$ cat config.mk
export PLATFORM = sky130hd
export DESIGN_NAME = ctrl_pipe_hazard_flat
export DESIGN_NICKNAME = d
export VERILOG_FILES = /design/src/rtl/ctrl_pipe_hazard_if.sv /design/src/rtl/ctrl_pipe_hazard.sv /design/src/flat_wrapper.sv
export SDC_FILE = /design/constraint.sdc
export NUM_CORES = 1
export LEC_CHECK = 0
export CAP_MARGIN = 15
export CORE_UTILIZATION = 50
export DETAILED_ROUTE_END_ITERATION = 7
export DONT_BUFFER_PORTS = 1
export GPL_TIMING_DRIVEN = 0
export PLACE_DENSITY = 0.67
export SYNTH_ARGS = -nofsm -noshare
export SYNTH_HDL_FRONTEND = slang
export SYNTH_SLANG_ARGS = --single-unit
$ cat constraint.sdc
create_clock -name clk -period 1.8 [get_ports clk]
set_input_delay 0.18 -clock clk [delete_from_list [all_inputs] [get_ports clk]]
set_output_delay 0.18 -clock clk [all_outputs]
set_load 0.1 [all_outputs]
$ cat src/rtl/ctrl_pipe_hazard_if.sv
// Control bundle between the ID-stage decoder, the control pipeline and the EX/MEM/WB datapath.
// The slave side is the control pipeline; the master side is the decoder/EX compare plus datapath consumers.
interface ctrl_pipe_hazard_if #(
  parameter int REG_W = 5,
  parameter int CNT_W = 16
);
  logic             id_valid;
  logic [1:0]       id_alu_op;
  logic             id_alu_src;
  logic             id_branch;
  logic             id_mem_read;
  logic             id_mem_write;
  logic             id_reg_write;
  logic             id_mem_to_reg;
  logic [REG_W-1:0] id_rs1;
  logic [REG_W-1:0] id_rs2;
  logic             id_rs2_used;
  logic [REG_W-1:0] id_rd;
  logic             branch_taken;

  logic             ex_valid;
  logic [1:0]       ex_alu_op;
  logic             ex_alu_src;
  logic             ex_branch;
  logic             ex_mem_read;
  logic             ex_mem_write;
  logic             ex_reg_write;
  logic             ex_mem_to_reg;
  logic [REG_W-1:0] ex_rd;

  logic             mem_valid;
  logic             mem_mem_read;
  logic             mem_mem_write;
  logic             mem_reg_write;
  logic             mem_mem_to_reg;
  logic [REG_W-1:0] mem_rd;

  logic             wb_valid;
  logic             wb_reg_write;
  logic             wb_mem_to_reg;
  logic [REG_W-1:0] wb_rd;

  logic             pc_write;
  logic             ifid_write;
  logic             ifid_flush;
  logic [CNT_W-1:0] stall_cnt;
  logic [CNT_W-1:0] flush_cnt;

  modport slave (
    input  id_valid, id_alu_op, id_alu_src, id_branch, id_mem_read, id_mem_write,
           id_reg_write, id_mem_to_reg, id_rs1, id_rs2, id_rs2_used, id_rd, branch_taken,
    output ex_valid, ex_alu_op, ex_alu_src, ex_branch, ex_mem_read, ex_mem_write,
           ex_reg_write, ex_mem_to_reg, ex_rd,
           mem_valid, mem_mem_read, mem_mem_write, mem_reg_write, mem_mem_to_reg, mem_rd,
           wb_valid, wb_reg_write, wb_mem_to_reg, wb_rd,
           pc_write, ifid_write, ifid_flush, stall_cnt, flush_cnt
  );

  modport master (
    output id_valid, id_alu_op, id_alu_src, id_branch, id_mem_read, id_mem_write,
           id_reg_write, id_mem_to_reg, id_rs1, id_rs2, id_rs2_used, id_rd, branch_taken,
    input  ex_valid, ex_alu_op, ex_alu_src, ex_branch, ex_mem_read, ex_mem_write,
           ex_reg_write, ex_mem_to_reg, ex_rd,
           mem_valid, mem_mem_read, mem_mem_write, mem_reg_write, mem_mem_to_reg, mem_rd,
           wb_valid, wb_reg_write, wb_mem_to_reg, wb_rd,
           pc_write, ifid_write, ifid_flush, stall_cnt, flush_cnt
  );
endinterface

$ cat src/rtl/ctrl_pipe_hazard.sv
// Control pipeline ID/EX -> EX/MEM -> MEM/WB with load-use bubble insertion,
// taken-branch flush and saturating stall/flush event counters.
module ctrl_pipe_hazard #(
  parameter int REG_W = 5,
  parameter int CNT_W = 16
) (
  input  logic                clk,
  input  logic                rst_n,
  ctrl_pipe_hazard_if.slave   bus
);

  function automatic logic [CNT_W-1:0] sat_inc(input logic [CNT_W-1:0] v);
    return (&v) ? v : v + CNT_W'(1);
  endfunction

  logic             w_take;
  logic             w_hazard;
  logic             w_capture;

  logic             r_ex_valid;
  logic [1:0]       r_ex_alu_op;
  logic             r_ex_alu_src;
  logic             r_ex_branch;
  logic             r_ex_mem_read;
  logic             r_ex_mem_write;
  logic             r_ex_reg_write;
  logic             r_ex_mem_to_reg;
  logic [REG_W-1:0] r_ex_rd;

  logic             r_mem_valid;
  logic             r_mem_mem_read;
  logic             r_mem_mem_write;
  logic             r_mem_reg_write;
  logic             r_mem_mem_to_reg;
  logic [REG_W-1:0] r_mem_rd;

  logic             r_wb_valid;
  logic             r_wb_reg_write;
  logic             r_wb_mem_to_reg;
  logic [REG_W-1:0] r_wb_rd;

  logic [CNT_W-1:0] r_stall_cnt;
  logic [CNT_W-1:0] r_flush_cnt;

  assign w_take    = r_ex_valid & r_ex_branch & bus.branch_taken;
  assign w_hazard  = r_ex_valid & r_ex_mem_read & bus.id_valid & (r_ex_rd != '0) &
                     ((r_ex_rd == bus.id_rs1) | (bus.id_rs2_used & (r_ex_rd == bus.id_rs2)));
  // A wrong-path or stalled ID instruction enters EX as a bubble.
  assign w_capture = bus.id_valid & ~w_take & ~w_hazard;

  // ID/EX boundary
  always_ff @(posedge clk or negedge rst_n) begin
    if (!rst_n) begin
      r_ex_valid      <= 1'b0;
      r_ex_alu_op     <= 2'b00;
      r_ex_alu_src    <= 1'b0;
      r_ex_branch     <= 1'b0;
      r_ex_mem_read   <= 1'b0;
      r_ex_mem_write  <= 1'b0;
      r_ex_reg_write  <= 1'b0;
      r_ex_mem_to_reg <= 1'b0;
      r_ex_rd         <= '0;
    end else begin
      r_ex_valid      <= w_capture;
      r_ex_alu_op     <= {2{w_capture}} & bus.id_alu_op;
      r_ex_alu_src    <= w_capture & bus.id_alu_src;
      r_ex_branch     <= w_capture & bus.id_branch;
      r_ex_mem_read   <= w_capture & bus.id_mem_read;
      r_ex_mem_write  <= w_capture & bus.id_mem_write;
      r_ex_reg_write  <= w_capture & bus.id_reg_write;
      // AND with reg_write first so a decoder X on mem_to_reg never propagates.
      r_ex_mem_to_reg <= w_capture & bus.id_reg_write & bus.id_mem_to_reg;
      r_ex_rd         <= {REG_W{w_capture}} & bus.id_rd;
    end
  end

  // EX/MEM and MEM/WB boundaries
  always_ff @(posedge clk or negedge rst_n) begin
    if (!rst_n) begin
      r_mem_valid      <= 1'b0;
      r_mem_mem_read   <= 1'b0;
      r_mem_mem_write  <= 1'b0;
      r_mem_reg_write  <= 1'b0;
      r_mem_mem_to_reg <= 1'b0;
      r_mem_rd         <= '0;
      r_wb_valid       <= 1'b0;
      r_wb_reg_write   <= 1'b0;
      r_wb_mem_to_reg  <= 1'b0;
      r_wb_rd          <= '0;
    end else begin
      r_mem_valid      <= r_ex_valid;
      r_mem_mem_read   <= r_ex_mem_read;
      r_mem_mem_write  <= r_ex_mem_write;
      r_mem_reg_write  <= r_ex_reg_write;
      r_mem_mem_to_reg <= r_ex_mem_to_reg;
      r_mem_rd         <= r_ex_rd;
      r_wb_valid       <= r_mem_valid;
      r_wb_reg_write   <= r_mem_reg_write;
      r_wb_mem_to_reg  <= r_mem_mem_to_reg;
      r_wb_rd          <= r_mem_rd;
    end
  end

  always_ff @(posedge clk or negedge rst_n) begin
    if (!rst_n) begin
      r_stall_cnt <= '0;
      r_flush_cnt <= '0;
    end else begin
      if (w_hazard & ~w_take) r_stall_cnt <= sat_inc(r_stall_cnt);
      if (w_take)             r_flush_cnt <= sat_inc(r_flush_cnt);
    end
  end

  assign bus.ex_valid       = r_ex_valid;
  assign bus.ex_alu_op      = r_ex_alu_op;
  assign bus.ex_alu_src     = r_ex_alu_src;
  assign bus.ex_branch      = r_ex_branch;
  assign bus.ex_mem_read    = r_ex_mem_read;
  assign bus.ex_mem_write   = r_ex_mem_write;
  assign bus.ex_reg_write   = r_ex_reg_write;
  assign bus.ex_mem_to_reg  = r_ex_mem_to_reg;
  assign bus.ex_rd          = r_ex_rd;
  assign bus.mem_valid      = r_mem_valid;
  assign bus.mem_mem_read   = r_mem_mem_read;
  assign bus.mem_mem_write  = r_mem_mem_write;
  assign bus.mem_reg_write  = r_mem_reg_write;
  assign bus.mem_mem_to_reg = r_mem_mem_to_reg;
  assign bus.mem_rd         = r_mem_rd;
  assign bus.wb_valid       = r_wb_valid;
  assign bus.wb_reg_write   = r_wb_reg_write;
  assign bus.wb_mem_to_reg  = r_wb_mem_to_reg;
  assign bus.wb_rd          = r_wb_rd;
  assign bus.pc_write       = ~w_hazard | w_take;
  assign bus.ifid_write     = ~w_hazard | w_take;
  assign bus.ifid_flush     = w_take;
  assign bus.stall_cnt      = r_stall_cnt;
  assign bus.flush_cnt      = r_flush_cnt;

endmodule

$ cat src/flat_wrapper.sv
// flat-port wrapper written by rule: the top's interface ports become plain ports
module ctrl_pipe_hazard_flat 
#(
  parameter int REG_W = 5,
  parameter int CNT_W = 16
)
  (clk, rst_n, bus_id_valid, bus_id_alu_op, bus_id_alu_src, bus_id_branch, bus_id_mem_read, bus_id_mem_write, bus_id_reg_write, bus_id_mem_to_reg, bus_id_rs1, bus_id_rs2, bus_id_rs2_used, bus_id_rd, bus_branch_taken, bus_ex_valid, bus_ex_alu_op, bus_ex_alu_src, bus_ex_branch, bus_ex_mem_read, bus_ex_mem_write, bus_ex_reg_write, bus_ex_mem_to_reg, bus_ex_rd, bus_mem_valid, bus_mem_mem_read, bus_mem_mem_write, bus_mem_reg_write, bus_mem_mem_to_reg, bus_mem_rd, bus_wb_valid, bus_wb_reg_write, bus_wb_mem_to_reg, bus_wb_rd, bus_pc_write, bus_ifid_write, bus_ifid_flush, bus_stall_cnt, bus_flush_cnt);
  ctrl_pipe_hazard_if #(.REG_W(REG_W), .CNT_W(CNT_W)) bus_i ();
  input  logic clk;
  input  logic rst_n;
  input wire logic [$bits(bus_i.id_valid)-1:0] bus_id_valid;
  input wire logic [$bits(bus_i.id_alu_op)-1:0] bus_id_alu_op;
  input wire logic [$bits(bus_i.id_alu_src)-1:0] bus_id_alu_src;
  input wire logic [$bits(bus_i.id_branch)-1:0] bus_id_branch;
  input wire logic [$bits(bus_i.id_mem_read)-1:0] bus_id_mem_read;
  input wire logic [$bits(bus_i.id_mem_write)-1:0] bus_id_mem_write;
  input wire logic [$bits(bus_i.id_reg_write)-1:0] bus_id_reg_write;
  input wire logic [$bits(bus_i.id_mem_to_reg)-1:0] bus_id_mem_to_reg;
  input wire logic [$bits(bus_i.id_rs1)-1:0] bus_id_rs1;
  input wire logic [$bits(bus_i.id_rs2)-1:0] bus_id_rs2;
  input wire logic [$bits(bus_i.id_rs2_used)-1:0] bus_id_rs2_used;
  input wire logic [$bits(bus_i.id_rd)-1:0] bus_id_rd;
  input wire logic [$bits(bus_i.branch_taken)-1:0] bus_branch_taken;
  output wire logic [$bits(bus_i.ex_valid)-1:0] bus_ex_valid;
  output wire logic [$bits(bus_i.ex_alu_op)-1:0] bus_ex_alu_op;
  output wire logic [$bits(bus_i.ex_alu_src)-1:0] bus_ex_alu_src;
  output wire logic [$bits(bus_i.ex_branch)-1:0] bus_ex_branch;
  output wire logic [$bits(bus_i.ex_mem_read)-1:0] bus_ex_mem_read;
  output wire logic [$bits(bus_i.ex_mem_write)-1:0] bus_ex_mem_write;
  output wire logic [$bits(bus_i.ex_reg_write)-1:0] bus_ex_reg_write;
  output wire logic [$bits(bus_i.ex_mem_to_reg)-1:0] bus_ex_mem_to_reg;
  output wire logic [$bits(bus_i.ex_rd)-1:0] bus_ex_rd;
  output wire logic [$bits(bus_i.mem_valid)-1:0] bus_mem_valid;
  output wire logic [$bits(bus_i.mem_mem_read)-1:0] bus_mem_mem_read;
  output wire logic [$bits(bus_i.mem_mem_write)-1:0] bus_mem_mem_write;
  output wire logic [$bits(bus_i.mem_reg_write)-1:0] bus_mem_reg_write;
  output wire logic [$bits(bus_i.mem_mem_to_reg)-1:0] bus_mem_mem_to_reg;
  output wire logic [$bits(bus_i.mem_rd)-1:0] bus_mem_rd;
  output wire logic [$bits(bus_i.wb_valid)-1:0] bus_wb_valid;
  output wire logic [$bits(bus_i.wb_reg_write)-1:0] bus_wb_reg_write;
  output wire logic [$bits(bus_i.wb_mem_to_reg)-1:0] bus_wb_mem_to_reg;
  output wire logic [$bits(bus_i.wb_rd)-1:0] bus_wb_rd;
  output wire logic [$bits(bus_i.pc_write)-1:0] bus_pc_write;
  output wire logic [$bits(bus_i.ifid_write)-1:0] bus_ifid_write;
  output wire logic [$bits(bus_i.ifid_flush)-1:0] bus_ifid_flush;
  output wire logic [$bits(bus_i.stall_cnt)-1:0] bus_stall_cnt;
  output wire logic [$bits(bus_i.flush_cnt)-1:0] bus_flush_cnt;
  assign bus_i.id_valid = bus_id_valid;
  assign bus_i.id_alu_op = bus_id_alu_op;
  assign bus_i.id_alu_src = bus_id_alu_src;
  assign bus_i.id_branch = bus_id_branch;
  assign bus_i.id_mem_read = bus_id_mem_read;
  assign bus_i.id_mem_write = bus_id_mem_write;
  assign bus_i.id_reg_write = bus_id_reg_write;
  assign bus_i.id_mem_to_reg = bus_id_mem_to_reg;
  assign bus_i.id_rs1 = bus_id_rs1;
  assign bus_i.id_rs2 = bus_id_rs2;
  assign bus_i.id_rs2_used = bus_id_rs2_used;
  assign bus_i.id_rd = bus_id_rd;
  assign bus_i.branch_taken = bus_branch_taken;
  assign bus_ex_valid = bus_i.ex_valid;
  assign bus_ex_alu_op = bus_i.ex_alu_op;
  assign bus_ex_alu_src = bus_i.ex_alu_src;
  assign bus_ex_branch = bus_i.ex_branch;
  assign bus_ex_mem_read = bus_i.ex_mem_read;
  assign bus_ex_mem_write = bus_i.ex_mem_write;
  assign bus_ex_reg_write = bus_i.ex_reg_write;
  assign bus_ex_mem_to_reg = bus_i.ex_mem_to_reg;
  assign bus_ex_rd = bus_i.ex_rd;
  assign bus_mem_valid = bus_i.mem_valid;
  assign bus_mem_mem_read = bus_i.mem_mem_read;
  assign bus_mem_mem_write = bus_i.mem_mem_write;
  assign bus_mem_reg_write = bus_i.mem_reg_write;
  assign bus_mem_mem_to_reg = bus_i.mem_mem_to_reg;
  assign bus_mem_rd = bus_i.mem_rd;
  assign bus_wb_valid = bus_i.wb_valid;
  assign bus_wb_reg_write = bus_i.wb_reg_write;
  assign bus_wb_mem_to_reg = bus_i.wb_mem_to_reg;
  assign bus_wb_rd = bus_i.wb_rd;
  assign bus_pc_write = bus_i.pc_write;
  assign bus_ifid_write = bus_i.ifid_write;
  assign bus_ifid_flush = bus_i.ifid_flush;
  assign bus_stall_cnt = bus_i.stall_cnt;
  assign bus_flush_cnt = bus_i.flush_cnt;
  ctrl_pipe_hazard #(.REG_W(REG_W), .CNT_W(CNT_W)) u_core (.clk(clk), .rst_n(rst_n), .bus(bus_i));
endmodule
# Word-level counts from Yosys, hierarchy flattened
# Cells that the tools add are included.
# word_totals
regBits	64
latchBits	0
ramBits	0
romBits	0
inputBits	28
out_inout_bits	67
word_cells	54
n_memories	0
# op_classes
addsub	2
mul	0
div_mod_pow	0
order_cmp	0
eq_ne	2
shifts	0
muxes	0
bitwise	24
reduce_logical	5
# ops
cell	count
adder 16 x 1 -> 16 bit (second input constant)	2
AND reduction 16 bit	2
bitwise AND 1 bit	16
== test 5 bit	2
bitwise AND 5 bit	1
nonzero test 5 bit	1
inverter 1 bit	4
AND reduction 2 bit	2
bitwise AND 2 bit	1
OR 1 bit	2

# Depth between registers and ports, before layout
# depth
depth_word	8
depth_mapped	6
mapped_depth_nobuf	6

# Least setup slack after synthesis
# Ideal clock, no wire load.
# synth_timing
path_kind	reg2out
from	register u_core.r_ex_rd[0], in the netlist u_core.bus.ex_rd[0]
to	output bus_pc_write
arrival_time_ps	3273
t_required_ps	1620
path_slack_ps	-1653
path_stages_with_launch	7
path_buffers	2
path_cell_list	dfrtp_1 xnor2_1 nand3_1 o22ai_2 clkbuf_1 nand3_1 buf_4
# synth_between
elab_chain_len	6
word_cells_on_any_way	9
cone_classes	eq/ne: 2; bitwise: 6; reduce/logical: 1
# synth_lines
element	line	text
start: declaration	ctrl_pipe_hazard.sv:28	logic [REG_W-1:0] r_ex_rd;
start signal: assignment	ctrl_pipe_hazard.sv:73	r_ex_rd <= {REG_W{w_capture}} & bus.id_rd;
== test 5 bit	ctrl_pipe_hazard.sv:47	((r_ex_rd == bus.id_rs1) | (bus.id_rs2_used & (r_ex_rd == bus.id_rs2)));
bitwise AND 1 bit	ctrl_pipe_hazard.sv:47	
OR 1 bit	ctrl_pipe_hazard.sv:47	
bitwise AND 1 bit (*)	ctrl_pipe_hazard.sv:46	assign w_hazard = r_ex_valid & r_ex_mem_read & bus.id_valid & (r_ex_rd != '0) &
inverter 1 bit (*)	-	
OR 1 bit (*)	-	
end: declaration	flat_wrapper.sv:43	output wire logic [$bits(bus_i.pc_write)-1:0] bus_pc_write;
# Every way passes the cells marked *; elsewhere a longest branch is shown, timed or not.

# Worst setup path after layout
# layout_timing
from	register u_core.r_ex_rd[3], in the netlist u_core.bus.ex_rd[3]
to	output bus_pc_write
# Same word-level chain as after synthesis.

==> impl_metrics.py <==
metrics = {
    "run_status": {
        "status": "finished with violations",
        "violations": "negative setup slack",
    },
    "placed_design": {
        "place_hpwl_um": 3989,
        "gp_congestion": 0.8001,
        "post-place-cells": 291,
        "numPortBuffers": 0,
    },
    "min_path": {
        "min_to": "u_core.bus.ex_mem_to_reg$_DFF_PN0_",
        "hold_depth": 1,
        "hold_start": "bus_id_mem_to_reg",
        "hold_class": "in2reg",
    },
    "logic_synthesis": {
        "synth_async_sr_flop_share_pct": 100.0,
        "synth.top_cell.area_share_pct": 60.18,
        "yosysMostFrequentCell": "dfrtp_1",
        "synth_edf_count": 0,
        "yosysWarnings": 0,
        "yosys-top-cells-area": "dfrtp_1 (60%), xnor2_1 (9.2%), nand3_1 (3.6%)",
        "synth_common_cells": "dfrtp_1 (64), xnor2_1 (28), nand3_1 (19), nand2_1 (17), and2_1 (13)",
        "ys_seq_area_share_pct": 60.18,
        "syn_nets": 251,
        "syn_avg_cell_area_sq_um": 12.04,
        "syn-instance-count": 221,
        "yosysTopAreaCell": "dfrtp_1",
        "synth.distinct_cells": 38,
        "synthesis.area_sq_mm": 0.002661,
        "ys_ff_latch": 64,
        "synth_ff_type": "dfrtp_1",
    },
    "clock_network": {
        "tritoncts": "built",
        "clk_latency_ns": 0.34,
        "ctsHtreeMaxLevel": 3,
        "cts_root_buf": "clkbuf_8",
        "clockBufferDepth": 2,
        "path_clk_slew_ns": 0.07,
        "numCtsBuffers": 9,
        "cts.sinks": 64,
    },
    "flow_run": {
        "cap_violations": 0,
    },
    "drt": {
        "routed-via-count": 1896,
        "ant_nets": 0,
        "vias_per_cell": 5.609,
        "post_drt_wl_per_cell_um": 18.98,
        "first_pass_iters": 4,
        "drt-initial-drc-count": 73,
        "drc": 0,
        "wl_um": 6415,
    },
    "setup_path": {
        "rr_worst_depth": 6,
        "path_cells": "xnor2_2 -> nand3_1 -> o22ai_4 -> buf_8 -> nand3_4 -> buf_12",
        "r2r-start": "u_core.bus.ex_rd[0]$_DFF_PN0_",
        "worstPathArrival_ns": 2.43,
        "worstReg2RegEnd": "u_core.bus.stall_cnt[14]$_DFFE_PN0P_",
        "r2r_slack_ns": -0.47,
        "cp-end-kind": "primary output",
        "cp_slowest_cell": "dfrtp_4",
        "critPathRequiredTime_ns": 1.62,
        "cp_max_fo": 10,
        "max_stage_delay_ns": 0.64,
        "critPathLaunchType": "register",
        "path_class": "reg2out",
    },
    "layout": {
        "fillers": 341,
        "nets": 293,
        "area_growth_pct": 40.15,
        "drive_gt1_share_pct": 47.39,
        "n_antenna_cell": 0,
        "final_cells": 338,
        "fin_util_pct": 73.03,
    },
    "timing": {
        "fmax_ghz": 0.3825,
        "setup_viol": 49,
        "min_period_ns": 2.615,
        "final_max_slew_viol_count": 0,
        "rsz0062_at_grt": "true",
        "layout_setup_ws_ns": -0.8147,
        "fin_crit_sh_pct": 145.3,
        "hold_viol": 0,
        "tightest_slew_ns": 0.9185,
        "fin_skew_ns": 0.01194,
        "setup_tns_ns": -15.54,
        "relSlewSlack_pct": 38.77,
    },
    "floorplan": {
        "core_sq_mm": 0.005107,
        "dieArea_sq_mm": 0.005618,
        "die_w_um": 74.96,
        "start_util_pct": 52.11,
        "die_h_um": 74.96,
        "fp-row-count": 26,
        "boundaryPins": 95,
    },
    "grt": {
        "grt_pass1_wl_um": 9804,
        "grtUsageTotal_pct": 24.45,
        "grt_pass1_vias": 1962,
        "grt_antenna_before_repair": 0,
        "overflow": 0,
        "grt_start_max_net_pins": 65,
    },
    "pwr": {
        "leakagePower_nw": 1.581,
        "power_density_mw_per_mm2": 1088,
        "power.total_mw": 4.060,
        "peakVddDrop_mv": 1.073,
    },
}
## per-stage QoR
step                      cell area [sq um]  worst slack (ns)  hold slack, ns
final                                  3730           -0.8147         0.01680
after floorplan                        2868           -0.4282         -0.1156
after global placement                 2955           -0.6010         -0.1143
after CTS                              3575           -0.7995        0.004859
after detailed placement               2955           -0.6316         -0.1141
after global routing                   3730           -0.8878         0.03085
## routing by layer
layer,GRT usage (%),routed length [um]
met5,0,0
met4,7.966,97
met3,11.11,596
met2,39.44,3321
met1,29.30,2399
## cells in the final DEF, fill, tap and decap left out, types with 11 or more instances in the layout
cell / n
dfrtp_4: 26
dfrtp_1: 24
xnor2_1: 19
nand3_1: 15
nand2_1: 14
dfrtp_2: 14
dlygate4sd3_1: 13
nand4_1: 11
## worst max path at each step
stage	startpoint	end	cells past startpoint
floorplan	u_core.bus.ex_rd[0]$_DFF_PN0_	bus_pc_write	5
global placement	u_core.bus.ex_rd[1]$_DFF_PN0_	bus_pc_write	6
detailed placement	u_core.bus.ex_rd[1]$_DFF_PN0_	bus_pc_write	6
CTS	u_core.bus.ex_rd[4]$_DFF_PN0_	bus_pc_write	5
global route	u_core.bus.ex_rd[3]$_DFF_PN0_	bus_pc_write	6
finish	u_core.bus.ex_rd[3]$_DFF_PN0_	bus_pc_write	6
## cell families after synthesis
| logic type | Yosys count | share of synthesized area, % |
|---|---|---|
| adder cells (fa/ha/maj) | 2 | 0.9401 |
| flip-flops | 64 | 60.18 |
| multiplexers | 4 | 1.645 |
| AND/OR/NAND/NOR | 96 | 19.75 |
| AO/OA/AOI/OAI | 11 | 4.090 |
| XOR/XNOR | 36 | 11.85 |
| buffers and inverters | 8 | 1.551 |
## layout make-up
cell class | count | area, sq um | share of cell area, %
inverter | 4 | 18.77 | 0.5032
sequential | 64 | 1717 | 46.02
multi-input combinational | 150 | 1318 | 35.32
clock buffer | 10 | 127.6 | 3.422
clock inverter | 6 | 107.6 | 2.885
timing repair buffer | 30 | 304.0 | 8.152
tap | 70 | 87.58 | 2.348
buffer | 4 | 50.05 | 1.342
## where the power goes
| part | switching (mW) | total, mW | internal, mW |
|---|---|---|---|
| clock network | 0.547 | 1.46 | 0.915 |
| logic | 0.144 | 0.321 | 0.177 |
| registers | 0.735 | 2.28 | 1.54 |
| total | 1.43 | 4.06 | 2.63 |
## critical path: cells and delay by family (launching register included)
kind	cells	cell delay, ns
flip-flops	1	0.64
AO/OA/AOI/OAI	1	0.26
AND/OR/NAND/NOR	2	0.47
XOR/XNOR	1	0.24
buffers and inverters	2	0.49
## timing repair
item	in CTS	in global routing
gates cloned	2	0
endpoints found under the setup margin	48	49
pin swaps	16	12
endpoints found under the hold margin	76	0
gates resized for setup	29	27
setup buffers	12	4
hold buffers	14	0
Note: power is estimated with default switching activity, not from simulation.
